### src/rtl/jolt160_imm_exec_pkg.sv
// Shared types for the Jolt160 immediate-execute unit: group and opcode
// encodings, flag bit positions and the ALU operation set.
package pkg_jolt_imm_exec;

  typedef enum logic [2:0] {
    GRP_UNKNOWN = 3'd0,
    GRP_1       = 3'd1,
    GRP_2       = 3'd2,
    GRP_3       = 3'd3,
    GRP_4       = 3'd4,
    GRP_5       = 3'd5
  } grp_e;

  typedef enum logic [2:0] {
    OP_ADDI  = 3'd0,
    OP_ADCI  = 3'd1,
    OP_SUBI  = 3'd2,
    OP_SBCI  = 3'd3,
    OP_CMPI  = 3'd4,
    OP_ANDI  = 3'd5,
    OP_ORI   = 3'd6,
    OP_ADDPI = 3'd7
  } g1_op_e;

  localparam int FLAG_Z = 0;
  localparam int FLAG_C = 1;
  localparam int FLAG_V = 2;
  localparam int FLAG_N = 3;

  typedef enum logic [2:0] {
    ALU_ADD   = 3'd0,
    ALU_ADC   = 3'd1,
    ALU_SUB   = 3'd2,
    ALU_SBC   = 3'd3,
    ALU_AND   = 3'd4,
    ALU_OR    = 3'd5,
    ALU_ADD16 = 3'd6
  } alu_op_e;

  // Group classification of the top nibble of an instruction word.
  function automatic grp_e decode_grp(input logic [3:0] top);
    casez (top)
      4'b0???: decode_grp = GRP_1;
      4'b1000: decode_grp = GRP_2;
      4'b1001: decode_grp = GRP_3;
      4'b1010: decode_grp = GRP_4;
      4'b1011: decode_grp = GRP_5;
      default: decode_grp = GRP_UNKNOWN;
    endcase
  endfunction

endpackage

### src/rtl/jolt160_imm_exec_alu.sv
// Combinational ALU core: 8-bit add/sub with carry, logic ops, and a 16-bit
// add for the register-pair op. Produces the full updated flag nibble.
module jolt_alu_core
  import pkg_jolt_imm_exec::*;
(
  input  alu_op_e    op,
  input  logic [7:0] a_hi,
  input  logic [7:0] a_lo,
  input  logic [7:0] b_hi,
  input  logic [7:0] b_lo,
  input  logic [3:0] flags_in,
  output logic [7:0] out_hi,
  output logic [7:0] out_lo,
  output logic [3:0] flags_out
);

  logic       is_sub;
  logic       cin;
  logic [7:0] b_eff;
  logic [8:0] sum8;
  logic [16:0] sum16;

  // Subtraction is A + ~B + cin; carry-out then means "no borrow".
  always_comb begin
    is_sub = (op == ALU_SUB) || (op == ALU_SBC);
    b_eff  = is_sub ? ~b_lo : b_lo;
    case (op)
      ALU_SUB:          cin = 1'b1;
      ALU_ADC, ALU_SBC: cin = flags_in[FLAG_C];
      default:          cin = 1'b0;
    endcase
    sum8  = {1'b0, a_lo} + {1'b0, b_eff} + {8'd0, cin};
    sum16 = {1'b0, a_hi, a_lo} + {1'b0, b_hi, b_lo};
  end

  // Result and flag selection; logic ops keep C and V.
  always_comb begin
    out_hi    = 8'd0;
    out_lo    = 8'd0;
    flags_out = flags_in;
    case (op)
      ALU_AND, ALU_OR: begin
        out_lo            = (op == ALU_AND) ? (a_lo & b_lo) : (a_lo | b_lo);
        flags_out[FLAG_Z] = (out_lo == 8'd0);
        flags_out[FLAG_N] = out_lo[7];
      end
      ALU_ADD16: begin
        {out_hi, out_lo}  = sum16[15:0];
        flags_out[FLAG_Z] = (sum16[15:0] == 16'd0);
        flags_out[FLAG_C] = sum16[16];
        flags_out[FLAG_V] = (a_hi[7] == b_hi[7]) && (sum16[15] != a_hi[7]);
        flags_out[FLAG_N] = sum16[15];
      end
      default: begin
        out_lo            = sum8[7:0];
        flags_out[FLAG_Z] = (sum8[7:0] == 8'd0);
        flags_out[FLAG_C] = sum8[8];
        flags_out[FLAG_V] = (a_lo[7] == b_eff[7]) && (sum8[7] != a_lo[7]);
        flags_out[FLAG_N] = sum8[7];
      end
    endcase
  end

endmodule

### src/rtl/jolt160_imm_exec.sv
// Jolt160 immediate-execute unit: decodes one word per cycle, executes
// group-1 register/immediate ops and registers write-back plus flags.
module jolt160_imm_exec
  import pkg_jolt_imm_exec::*;
(
  input  logic        clk,
  input  logic        reset,
  input  logic        instr_valid,
  input  logic [15:0] instr_in,
  output logic [3:0]  rd_idx_hi,
  output logic [3:0]  rd_idx_lo,
  input  logic [7:0]  opnd_hi,
  input  logic [7:0]  opnd_lo,
  output logic        res_valid,
  output logic [2:0]  res_grp,
  output logic        res_illegal,
  output logic        wr_en,
  output logic        wr_pair,
  output logic [3:0]  wr_idx,
  output logic [7:0]  res_hi,
  output logic [7:0]  res_lo,
  output logic [3:0]  flags
);

  grp_e       grp;
  g1_op_e     opc;
  logic [3:0] ra;
  logic [7:0] imm8;
  logic       is_pair;
  alu_op_e    alu_op;
  logic [7:0] alu_hi;
  logic [7:0] alu_lo;
  logic [3:0] alu_flags;
  logic [1:0] vld_pipe;

  // Field decode and register-read indices, independent of instr_valid.
  always_comb begin
    grp       = decode_grp(instr_in[15:12]);
    opc       = g1_op_e'(instr_in[14:12]);
    ra        = instr_in[11:8];
    imm8      = instr_in[7:0];
    is_pair   = (opc == OP_ADDPI);
    rd_idx_hi = is_pair ? {ra[3:1], 1'b0} : ra;
    rd_idx_lo = is_pair ? {ra[3:1], 1'b1} : ra;
    case (opc)
      OP_ADDI:          alu_op = ALU_ADD;
      OP_ADCI:          alu_op = ALU_ADC;
      OP_SUBI, OP_CMPI: alu_op = ALU_SUB;
      OP_SBCI:          alu_op = ALU_SBC;
      OP_ANDI:          alu_op = ALU_AND;
      OP_ORI:           alu_op = ALU_OR;
      default:          alu_op = ALU_ADD16;
    endcase
  end

  jolt_alu_core u_alu (
    .op        (alu_op),
    .a_hi      (opnd_hi),
    .a_lo      (opnd_lo),
    .b_hi      (8'd0),
    .b_lo      (imm8),
    .flags_in  (flags),
    .out_hi    (alu_hi),
    .out_lo    (alu_lo),
    .flags_out (alu_flags)
  );

  assign vld_pipe[0] = instr_valid;
  assign res_valid   = vld_pipe[1];

  // Result/flag registers; idle cycles hold everything but the valid pulse.
  always_ff @(posedge clk) begin
    if (!reset) begin
      vld_pipe[1] <= 1'b0;
      res_grp     <= 3'd0;
      res_illegal <= 1'b0;
      wr_en       <= 1'b0;
      wr_pair     <= 1'b0;
      wr_idx      <= 4'd0;
      res_hi      <= 8'd0;
      res_lo      <= 8'd0;
      flags       <= 4'd0;
    end else begin
      vld_pipe[1] <= vld_pipe[0];
      if (vld_pipe[0]) begin
        res_grp     <= grp;
        res_illegal <= (grp == GRP_UNKNOWN);
        if (grp == GRP_1) begin
          wr_en   <= (opc != OP_CMPI);
          wr_pair <= is_pair;
          wr_idx  <= is_pair ? {ra[3:1], 1'b0} : ra;
          res_hi  <= alu_hi;
          res_lo  <= alu_lo;
          flags   <= alu_flags;
        end else begin
          wr_en   <= 1'b0;
          wr_pair <= 1'b0;
          wr_idx  <= 4'd0;
          res_hi  <= 8'd0;
          res_lo  <= 8'd0;
        end
      end
    end
  end

endmodule

### config.mk
export PLATFORM = sky130hd
export DESIGN_NAME = jolt160_imm_exec
export DESIGN_NICKNAME = d
export VERILOG_FILES = /design/src/rtl/jolt160_imm_exec_pkg.sv /design/src/rtl/jolt160_imm_exec_alu.sv /design/src/rtl/jolt160_imm_exec.sv
export SDC_FILE = /design/constraint.sdc
export NUM_CORES = 1
export LEC_CHECK = 0
export ABC_CLOCK_PERIOD_IN_PS = 3700
export BUFFER_PORTS_ARGS = -buffer_cell sky130_fd_sc_hd__buf_2
export CAP_MARGIN = 10
export CORE_MARGIN = 2
export CORE_UTILIZATION = 49
export CTS_CLUSTER_DIAMETER = 60
export DETAILED_ROUTE_END_ITERATION = 8
export PLACE_DENSITY = 0.85
export SLEW_MARGIN = 25
export SYNTH_ARGS = -nofsm -noshare
export SYNTH_HDL_FRONTEND = slang
export SYNTH_SLANG_ARGS = --single-unit
### constraint.sdc
create_clock -name clk -period 3.7 [get_ports clk]
set_clock_uncertainty 0.15 [all_clocks]
set_input_delay 0.74 -clock clk [delete_from_list [all_inputs] [get_ports clk]]
set_output_delay 0.74 -clock clk [all_outputs]
set_load 0.01 [all_outputs]
==> results of run 1 <==
==> worst min-delay path: stages (launching register included) <==
cell and delay (ns):
dfxtp_1 0.31, nand2_1 0.05, nand2_1 0.04
==> area by class of cell <==
| type | instances | area (sq um) | share of cell area (%) |
|---|---|---|---|
| clock buffers | 6 | 82.6 | 2.48 |
| flip-flops and latches | 31 | 621 | 18.6 |
| multi-input cells | 269 | 1970 | 59.0 |
| repair buffers | 83 | 440 | 13.2 |
| clock inverters | 2 | 35.0 | 1.05 |
| well taps | 72 | 90.1 | 2.70 |
| inverters | 26 | 98.8 | 2.96 |
==> layer usage <==
metal  vias to the layer above  routed length [um]  GRT usage [%]
met5                         -                   0              0
met4                         0                  76           8.45
met3                         9                 387           2.15
met2                        96                3720           41.9
met1                      1290                3550           33.5
li1                       1372                   -              -
==> kinds of logic after synthesis <==
family | share of synthesized area, %
mux | 1.30
compound gates | 28.1
fa+ha+maj | 12.9
flops | 22.3
buf+inv | 7.85
simple gates | 19.4
xor+xnor | 8.17
==> how the worst max path moves through the flow <==
| stage | cells past startpoint | from | slack, ns | endpoint |
|---|---|---|---|---|
| 6_report | 13 | instr_in[14] | 0.25 | flags[0]$_SDFFE_PN0P_ |
| 5_1_grt | 13 | instr_in[14] | 0.14 | flags[0]$_SDFFE_PN0P_ |
| 3_5_place_dp | 13 | instr_in[14] | 0.01 | flags[0]$_SDFFE_PN0P_ |
| 2_1_floorplan | 12 | instr_in[12] | 0.06 | flags[0]$_SDFFE_PN0P_ |
| 3_3_place_gp | 13 | instr_in[14] | 0.08 | flags[0]$_SDFFE_PN0P_ |
| 4_1_cts | 13 | instr_in[14] | 0.29 | flags[0]$_SDFFE_PN0P_ |
==> cells in the mapped netlist, types with 5 or more instances <==
| cell type | instances | area (sq um) |
|---|---|---|
| dfxtp_1 | 31 | 621 |
| nand2_1 | 28 | 105 |
| inv_1 | 25 | 93.8 |
| o21ai_0 | 25 | 125 |
| ha_1 | 24 | 300 |
| nor2_1 | 22 | 82.6 |
| xnor2_1 | 19 | 166 |
| a21oi_1 | 15 | 75.1 |
| buf_4 | 7 | 52.6 |
| clkbuf_1 | 7 | 26.3 |
| nand2b_1 | 7 | 43.8 |
| nor3_1 | 7 | 35.0 |
| o21ai_1 | 7 | 35.0 |
| xor2_1 | 7 | 61.3 |
| a211oi_1 | 6 | 45.0 |
| a22o_1 | 6 | 52.6 |
| nand3_1 | 6 | 30.0 |
| and2_1 | 5 | 31.3 |
| nor2b_1 | 5 | 31.3 |
| o21a_1 | 5 | 37.5 |
==> power by group <==
part / internal, mW / switching, mW
sequential: 0.349 / 0.00818
combinational: 0.176 / 0.242
clock: 0.218 / 0.127
total: 0.743 / 0.377
==> sequential cells by signal (all words and copies together) (netlist names) <==
signal,cells
wr_en,1
res_valid,1
res_lo,8
res_grp,3
wr_pair,1
res_illegal,1
flags,4
wr_idx,4
res_hi,8
==> results.py, run 1 <==
metrics = {
    "run_status": {
        "run_status": "finished, final reports clean",
    },
    "floorplan": {
        "initial_core_util_pct": 50.6,
        "ios": 74,
        "die_w_um": 79.4,
        "core_sq_mm": 0.00551,
        "die_h_um": 79.4,
        "dieArea_sq_mm": 0.00631,
        "rows": 27,
    },
    "synthesis": {
        "ys_warn_count": 0,
        "ys_seq_area_share_pct": 22.3,
        "synth_edf_count": 0,
        "syn-mean-instance-area_sq_um": 8.06,
        "syn_nets": 408,
        "synthCells": 346,
        "netlist_area_sq_mm": 0.00279,
        "synth-seq-cells": 31,
        "async_flop_share_pct": 0,
        "synthFlopType": "dfxtp_1",
        "yosysUniqueCellTypes": 71,
    },
    "clock_network": {
        "path_clk_slew_ns": 0.07,
        "clockBufferDepth": 2,
        "clockRootBuffer": "clkbuf_8",
        "hold_buffers": 0,
        "cts_sinks": 31,
        "cts_resized": 0,
        "clk-insertion-delay-late_ns": 0.28,
        "cts_tree": "done",
        "cts_max_level": 2,
        "cts_buffers": 5,
        "postCtsSetupBuffers": 0,
    },
    "min_path": {
        "hold_depth": 2,
        "min-delay-start": "wr_pair$_SDFFE_PN0P_",
        "hold_end": "wr_pair$_SDFFE_PN0P_",
        "hold_class": "flip-flop to flip-flop",
    },
    "run": {
        "maxCapViolCount": 0,
    },
    "routing": {
        "drt_iter0_markers": 199,
        "drc": 0,
        "vias": 2767,
        "antenna_left": 0,
        "routedWlPerCell_um": 15.8,
        "via_per_inst": 5.66,
        "dr.pass1.iters": 4,
        "drt-total-wl_um": 7730,
    },
    "finish": {
        "nets": 478,
        "nFillCells": 497,
        "fin_cells": 489,
        "area_growth_pct": 19.6,
        "drive_gt1_share_pct": 27.1,
        "design_area_sq_mm": 0.00334,
        "insertedDiodeCount": 0,
        "layout_common_cells": "73 x buf_2, 31 x dfxtp_1, 28 x nand2_1, 25 x inv_1, 25 x o21ai_0",
        "final_core_util_pct": 60.6,
        "final_common_cell": "buf_2",
    },
    "global_route": {
        "antenna_found_initial": 0,
        "grt_remaining_overflow": 0,
        "grt_pass1_wl_um": 12600,
        "grt_use_total_pct": 25.0,
        "grt_pass1_vias": 2619,
        "grt_max_degree": 21,
    },
    "place": {
        "hpwl_um": 6180,
        "gp_congestion": 0.940,
        "place.port_buffers": 73,
        "place_inst": 481,
        "post-place-ws_ns": 0.0118,
        "postPlaceCellArea_sq_mm": 0.00322,
    },
    "worst_setup_path": {
        "critPathTopFamily": "compound AO/OA/AOI/OAI gates",
        "path_common_cell": "fa_1",
        "startpoint_type": "input port",
        "path_cells": "buf_2 > clkinv_2 > nor3_4 > a21oi_4 > xnor2_1 > fa_1 > fa_1 > a211oi_1 > nor2_1 > o221ai_1 > a21bo_2 > a41oi_1 > o31ai_2",
        "slowest_stage": "fa_1",
        "r2r_cells": 10,
        "critPathRequiredTime_ns": 3.72,
        "critical_path_class": "input port to flip-flop",
        "crit_fanout": 8,
        "reg2reg_to": "flags[0]$_SDFFE_PN0P_",
        "cp-end-kind": "flip-flop",
        "critPathMaxStageDelay_ns": 0.46,
        "crit_arrival_ns": 3.47,
        "worst-path-buf-inv": 2,
        "r2r_start": "flags[1]$_SDFFE_PN0P_",
        "r2r_setup_slack_ns": 0.87,
    },
    "pwr": {
        "power_mw": 1.12,
        "leakage_nw": 1.53,
        "power_density_mw_per_mm2": 336,
        "irDropWorstVdd_mv": 0.201,
    },
    "sta": {
        "timing.hold.ws_ns": 0.297,
        "finalSetupTns_ns": 0,
        "period_needed_ns": 3.45,
        "worstMarginPinSlew_ns": 0.640,
        "finalCritPeriodShare_pct": 93.3,
        "max_freq_mhz": 290,
        "setup_violations": 0,
        "slew_viol_final": 0,
        "finalHoldViolCount": 0,
        "rsz0062_at_grt": "false",
        "slew_headroom_pct": 57.3,
        "worst_slack_ns": 0.249,
    },
}
No activity file was read; power rests on OpenSTA's default activity.
==> run 2, diff against run 1 <==
- ABC_AREA: default -> 1
- CORE_UTILIZATION: 49 -> 48
- PLACE_DENSITY: 0.85 -> 0.84
==> run 2 against run 1 <==
Net effect: routed wire length down 9.0%; clock-buffer cell count unchanged; clock power decreased by 24%.
==> results.py, run 2 <==
metrics = {
    "finish": {
        "layout_common_cells": "113 x nand2_1, 73 x buf_2, 67 x inv_1, 39 x nor2_1",
        "final_common_cell": "nand2_1",
        "area_growth_pct": 18.1,
        "fin_cells": 566,
        "final_core_util_pct": 58.7,
        "nets": 556,
        "insertedDiodeCount": 0,
        "drive_gt1_share_pct": 18.8,
        "reg_top3": "res_hi: 8 flops, res_lo: 8 flops",
    },
    "clock_network": {
        "path_clk_slew_ns": 0.06,
        "clockBufferDepth": 2,
        "postCtsSetupBuffers": 0,
        "cts_sinks": 31,
        "cts_resized": 0,
        "cts_max_level": 2,
        "hold_buffers": 0,
        "clockRootBuffer": "clkbuf_8",
        "cts_tree": "done",
        "clk-insertion-delay-late_ns": 0.27,
        "cts_buffers": 5,
    },
    "routing": {
        "top_layer": "met4",
        "wl_met3_um": 441,
        "wl_met2_um": 3350,
        "drt_iter0_markers": 160,
        "drc": 0,
        "routedWlPerCell_um": 12.4,
        "antenna_left": 0,
        "wl_met1_um": 3180,
        "dr.pass1.iters": 5,
        "drt-total-wl_um": 7030,
        "via_per_inst": 5.19,
        "vias": 2937,
    },
    "floorplan": {
        "die_h_um": 79.8,
        "dieArea_sq_mm": 0.00636,
        "initial_core_util_pct": 49.7,
        "die_w_um": 79.8,
        "core_sq_mm": 0.00554,
        "rows": 27,
        "ios": 74,
    },
    "sta": {
        "slew_headroom_pct": 73.8,
        "finalCritPeriodShare_pct": 85.1,
        "slew_viol_final": 0,
        "rsz0062_at_grt": "false",
        "max_freq_mhz": 318,
        "setup_violations": 0,
        "worst_slack_ns": 0.551,
        "worstMarginPinSlew_ns": 0.392,
        "finalSetupTns_ns": 0,
        "period_needed_ns": 3.15,
        "finalHoldViolCount": 0,
    },
    "synthesis": {
        "ys_warn_count": 0,
        "async_flop_share_pct": 0,
        "ys_seq_area_share_pct": 22.5,
        "synthFlopType": "dfxtp_1",
        "syn-mean-instance-area_sq_um": 6.54,
        "synth_commonest_cells": "113 x nand2_1, 67 x inv_1, 39 x nor2_1",
        "yosysTopAreaCellShare_pct": 22.5,
        "synth-seq-cells": 31,
        "yosysTopAreaCell": "dfxtp_1",
        "ys_top_cells_by_area": "dfxtp_1 23%, nand2_1 15%, ha_1 11%",
        "synth_edf_count": 0,
        "synthCells": 421,
        "netlist_area_sq_mm": 0.00276,
        "yosysMostFrequentCell": "nand2_1",
        "syn_nets": 483,
        "yosysUniqueCellTypes": 35,
    },
    "worst_setup_path": {
        "cp-end-kind": "flip-flop",
        "critPathTopFamily": "simple AND/OR/NAND/NOR gates",
        "critical_path_class": "input port to flip-flop",
        "critPathRequiredTime_ns": 3.78,
        "startpoint_type": "input port",
        "crit_fanout": 7,
        "crit_arrival_ns": 3.23,
        "critPathMaxStageDelay_ns": 0.46,
        "path_common_cell": "nand3_1",
        "worst-path-buf-inv": 3,
        "slowest_stage": "fa_1",
        "path_cells": "buf_2 > nor2_1 > nor2_4 > nor2_2 > xor2_1 > fa_1 > fa_1 > nand3_1 > nand3_1 > xor2_1 > nand2_1 > inv_1 > nand3_1 > nor2_1 > nor2_1 > nand3_1 > nand2_1 > inv_1",
    },
    "global_route": {
        "grt_pass1_vias": 2716,
        "grt_use_total_pct": 23.1,
        "grt_remaining_overflow": 0,
        "antenna_found_initial": 0,
        "grt_max_degree": 26,
        "grt_pass1_wl_um": 11900,
    },
    "pwr": {
        "leakage_nw": 1.87,
        "power_density_mw_per_mm2": 311,
        "power_mw": 1.01,
        "irDropWorstVdd_mv": 0.232,
    },
    "place": {
        "gp_congestion": 1.01,
        "place_inst": 559,
        "hpwl_um": 5900,
        "post-place-ws_ns": 0.293,
        "place.port_buffers": 73,
    },
    "run_status": {
        "run_status": "finished, final reports clean",
    },
    "run": {
        "maxCapViolCount": 0,
    },
    "min_path": {
        "hold_class": "flip-flop to flip-flop",
    },
}
## run 2: cell count changes in the layout (fill, tap and decap cells not counted), moves of 8 or more
cell     before  now
buf_4        10    2
inv_1        25   67
nand2_1      28  113
nand3_1       6   31
nor2_1       22   39
xnor2_1      19    4
## run 2: cell families after synthesis
| group | count (synthesis) | share of synthesized area, % |
|---|---|---|
| buffers and inverters | 77 | 11.4 |
| AND/OR/NAND/NOR | 206 | 32.9 |
| AO/OA/AOI/OAI | 62 | 14.3 |
| XOR/XNOR | 18 | 5.72 |
| flip-flops | 31 | 22.5 |
| adder cells (fa/ha/maj) | 27 | 13.1 |
## run 2: final cells by class
| cell class | instances | area, sq um |
|---|---|---|
| multi-input cells | 313 | 1820 |
| clock inverters | 1 | 5.00 |
| flip-flops and latches | 31 | 621 |
| inverters | 68 | 255 |
| clock buffers | 6 | 82.6 |
| fillers | 549 | 2290 |
| well taps | 72 | 90.1 |
| repair buffers | 75 | 380 |
## run 2: per-stage QoR
stage | instance area, sq um | hold WS (ns)
3_3_place_gp | 3170 | 0.282
3_5_place_dp | 3170 | 0.285
5_1_grt | 3250 | 0.323
4_1_cts | 3250 | 0.303
2_1_floorplan | 2760 | 0.326
6_report | 3250 | 0.301
## run 2: worst reg2reg max path, delay by kind of cell, from the launching register on
family                     cells  cell delay, ns
AOI/OAI and AO/OA              2            0.30
adders and majority gates      2            0.88
and+or+nand+nor                8            0.63
DFF                            1            0.33
xor gates and xnor gates       1            0.18
buffers and inverters          2            0.09
## run 2: report_power, final
group          switching (mW)  internal, mW
combinational           0.248         0.145
clock                   0.117         0.146
sequential            0.00762         0.349
## run 2: path summary, 6_finish.rpt
| path | slack, ns | endpoint | startpoint | cells after the start |
|---|---|---|---|---|
| setup / recovery | 0.55 | flags[0]$_SDFFE_PN0P_ | instr_in[13] | 18 |
| hold / removal | 0.30 | wr_pair$_SDFFE_PN0P_ | wr_pair$_SDFFE_PN0P_ | 2 |
| setup reg to reg | 1.10 | flags[0]$_SDFFE_PN0P_ | flags[1]$_SDFFE_PN0P_ | 15 |
| hold reg to reg | 0.30 | wr_pair$_SDFFE_PN0P_ | wr_pair$_SDFFE_PN0P_ | 2 |
## run 2: metal layers
layer  vias to the layer above  GRT usage [%]
met5                         -              0
met4                         0           3.90
met3                         7           2.83
met2                       108           41.2
met1                      1321           30.3
li1                       1501              -
==> run 3, diff against run 2 <==
- RECOVER_POWER: default -> 25
==> run 3 against run 2 <==
Net effect: first-iteration DRC count is 3.1% lower; highest routed layer unchanged; critical path type unchanged; largest cell class unchanged; design area is 0.58% lower; worst hold slack stayed put; combinational power hardly changed; non-clock buffer count stayed put; global-route usage stayed put.
==> results.py, run 3 (synthesis results as in run 2) <==
metrics = {
    "run_status": {
        "run_status": "finished, final reports clean",
    },
    "global_route": {
        "grt_use_total_pct": 23.1,
        "grt_pass1_wl_um": 11900,
        "grt_util_met1_pct": 30.3,
        "met2_usage_pct": 41.2,
        "antenna_found_initial": 0,
        "busiest_layer": "met2",
        "grt_pass1_vias": 2716,
        "grt_remaining_overflow": 0,
        "grt_max_degree": 26,
        "use_met3_pct": 2.83,
    },
    "place": {
        "postPlaceCellArea_sq_mm": 0.00317,
        "gp_congestion": 1.01,
        "post-place-ws_ns": 0.293,
        "hpwl_um": 5900,
        "place_inst": 559,
        "place.port_buffers": 73,
    },
    "worst_setup_path": {
        "path_common_cell": "nand3_1",
        "crit_arrival_ns": 3.22,
        "cp-end-kind": "flip-flop",
        "crit_fanout": 7,
        "slowest_stage": "fa_1",
        "path_cells": "buf_2 > nor2_1 > nor2_4 > nor2_2 > xor2_1 > fa_1 > fa_1 > nand3_1 > nand3_1 > xor2_1 > nand2_1 > inv_1 > nand3_1 > nor2_1 > nor2_1 > nand3_1 > nand2_1 > inv_1",
        "critical_path_class": "input port to flip-flop",
        "critPathMaxStageDelay_ns": 0.46,
        "critPathRequiredTime_ns": 3.78,
        "r2r_setup_slack_ns": 1.11,
        "startpoint_type": "input port",
    },
    "clock_network": {
        "clockBufferDepth": 2,
        "cts_tree": "done",
        "path_clk_slew_ns": 0.06,
        "clk-insertion-delay-late_ns": 0.27,
        "postCtsSetupBuffers": 0,
        "hold_buffers": 0,
        "clockRootBuffer": "clkbuf_8",
        "cts_max_level": 2,
        "cts_buffers": 5,
        "cts_sinks": 31,
        "cts_resized": 0,
    },
    "floorplan": {
        "ios": 74,
        "rows": 27,
        "die_w_um": 79.8,
        "core_sq_mm": 0.00554,
        "die_h_um": 79.8,
        "initial_core_util_pct": 49.7,
        "dieArea_sq_mm": 0.00636,
    },
    "min_path": {
        "hold_class": "flip-flop to flip-flop",
    },
    "sta": {
        "slew_viol_final": 0,
        "worst_slack_ns": 0.554,
        "rsz0062_at_grt": "false",
        "timing.hold.ws_ns": 0.301,
        "worstMarginPinSlew_ns": 1.03,
        "finalCritPeriodShare_pct": 85.0,
        "max_freq_mhz": 318,
        "slew_headroom_pct": 31.1,
        "finalHoldViolCount": 0,
        "period_needed_ns": 3.15,
        "setup_violations": 0,
        "finalSetupTns_ns": 0,
    },
    "finish": {
        "final_common_cell": "nand2_1",
        "layout_common_cells": "113 x nand2_1, 67 x inv_1, 61 x buf_2, 39 x nor2_1",
        "insertedDiodeCount": 0,
        "nFillCells": 559,
        "reg_top3": "res_hi: 8 flops, res_lo: 8 flops",
        "design_area_sq_mm": 0.00323,
        "nets": 556,
        "drive_gt1_share_pct": 16.2,
        "fin_cells": 566,
        "area_growth_pct": 17.4,
    },
    "pwr": {
        "p_int_mw": 0.638,
        "clkPwrFrac_pct": 26.0,
        "irDropWorstVdd_mv": 0.231,
        "leakage_nw": 1.82,
        "switching_share_pct": 36.9,
        "switchingPower_mw": 0.373,
        "power_frac_seq_pct": 35.3,
        "power_density_mw_per_mm2": 313,
        "combPwrFrac_pct": 38.6,
    },
    "routing": {
        "dr.pass1.iters": 4,
        "via_per_inst": 5.17,
        "drt_iter0_markers": 155,
        "vias": 2925,
        "drt-total-wl_um": 7040,
        "routedWlPerCell_um": 12.4,
        "drc": 0,
        "antenna_left": 0,
    },
    "run": {
        "maxCapViolCount": 0,
    },
}
==> run 3: changes by cell type in the layout (fill, tap and decap cells not counted) <==
cell and delta:
buf_4 -1, clkbuf_1 +13, buf_2 -12
==> run 3: critical path, delay by kind of cell <==
kind	cells	cell delay, ns
fa+ha+maj	2	0.90
buf+inv	3	0.23
simple gates	11	1.08
xor+xnor	2	0.28
==> run 3: metal layers <==
metal,vias to the layer above,share of wire [%]
met1,1319,45
met2,99,48
met3,7,5.8
li1,1500,-
met4,0,0.84
met5,-,0
==> run 3: final cells by class <==
cell class	count	area, sq um	area share, %
clock buffers	6	82.6	2.55
clock inverters	1	5.00	0.155
inverters	68	255	7.89
multi-input cells	313	1820	56.2
flip-flops and latches	31	621	19.2
well taps	72	90.1	2.79
repair buffers	75	362	11.2
==> run 3: final timing paths <==
check | to | from | cells past startpoint
setup / recovery | flags[0]$_SDFFE_PN0P_ | instr_in[13] | 18
hold / removal | wr_pair$_SDFFE_PN0P_ | wr_pair$_SDFFE_PN0P_ | 2
setup reg to reg | flags[0]$_SDFFE_PN0P_ | flags[1]$_SDFFE_PN0P_ | 15
hold reg to reg | wr_pair$_SDFFE_PN0P_ | wr_pair$_SDFFE_PN0P_ | 2
==> run 3: through the flow <==
step | util, % | power, mW
after detailed placement | 57.1 | 0.750
after CTS | 58.7 | 1.01
after global placement | 57.1 | 0.741
final | 58.4 | 1.01
after floorplan | - | 0.636
after global routing | 58.4 | 1.08
==> run 3: power groups by stage <==
stage | registers, mW | logic [mW] | clock network (mW)
after CTS | 0.357 | 0.387 | 0.267
after floorplan | 0.371 | 0.264 | 0
after global placement | 0.363 | 0.378 | 0
after detailed placement | 0.364 | 0.386 | 0
after global routing | 0.358 | 0.441 | 0.281
final | 0.357 | 0.391 | 0.263
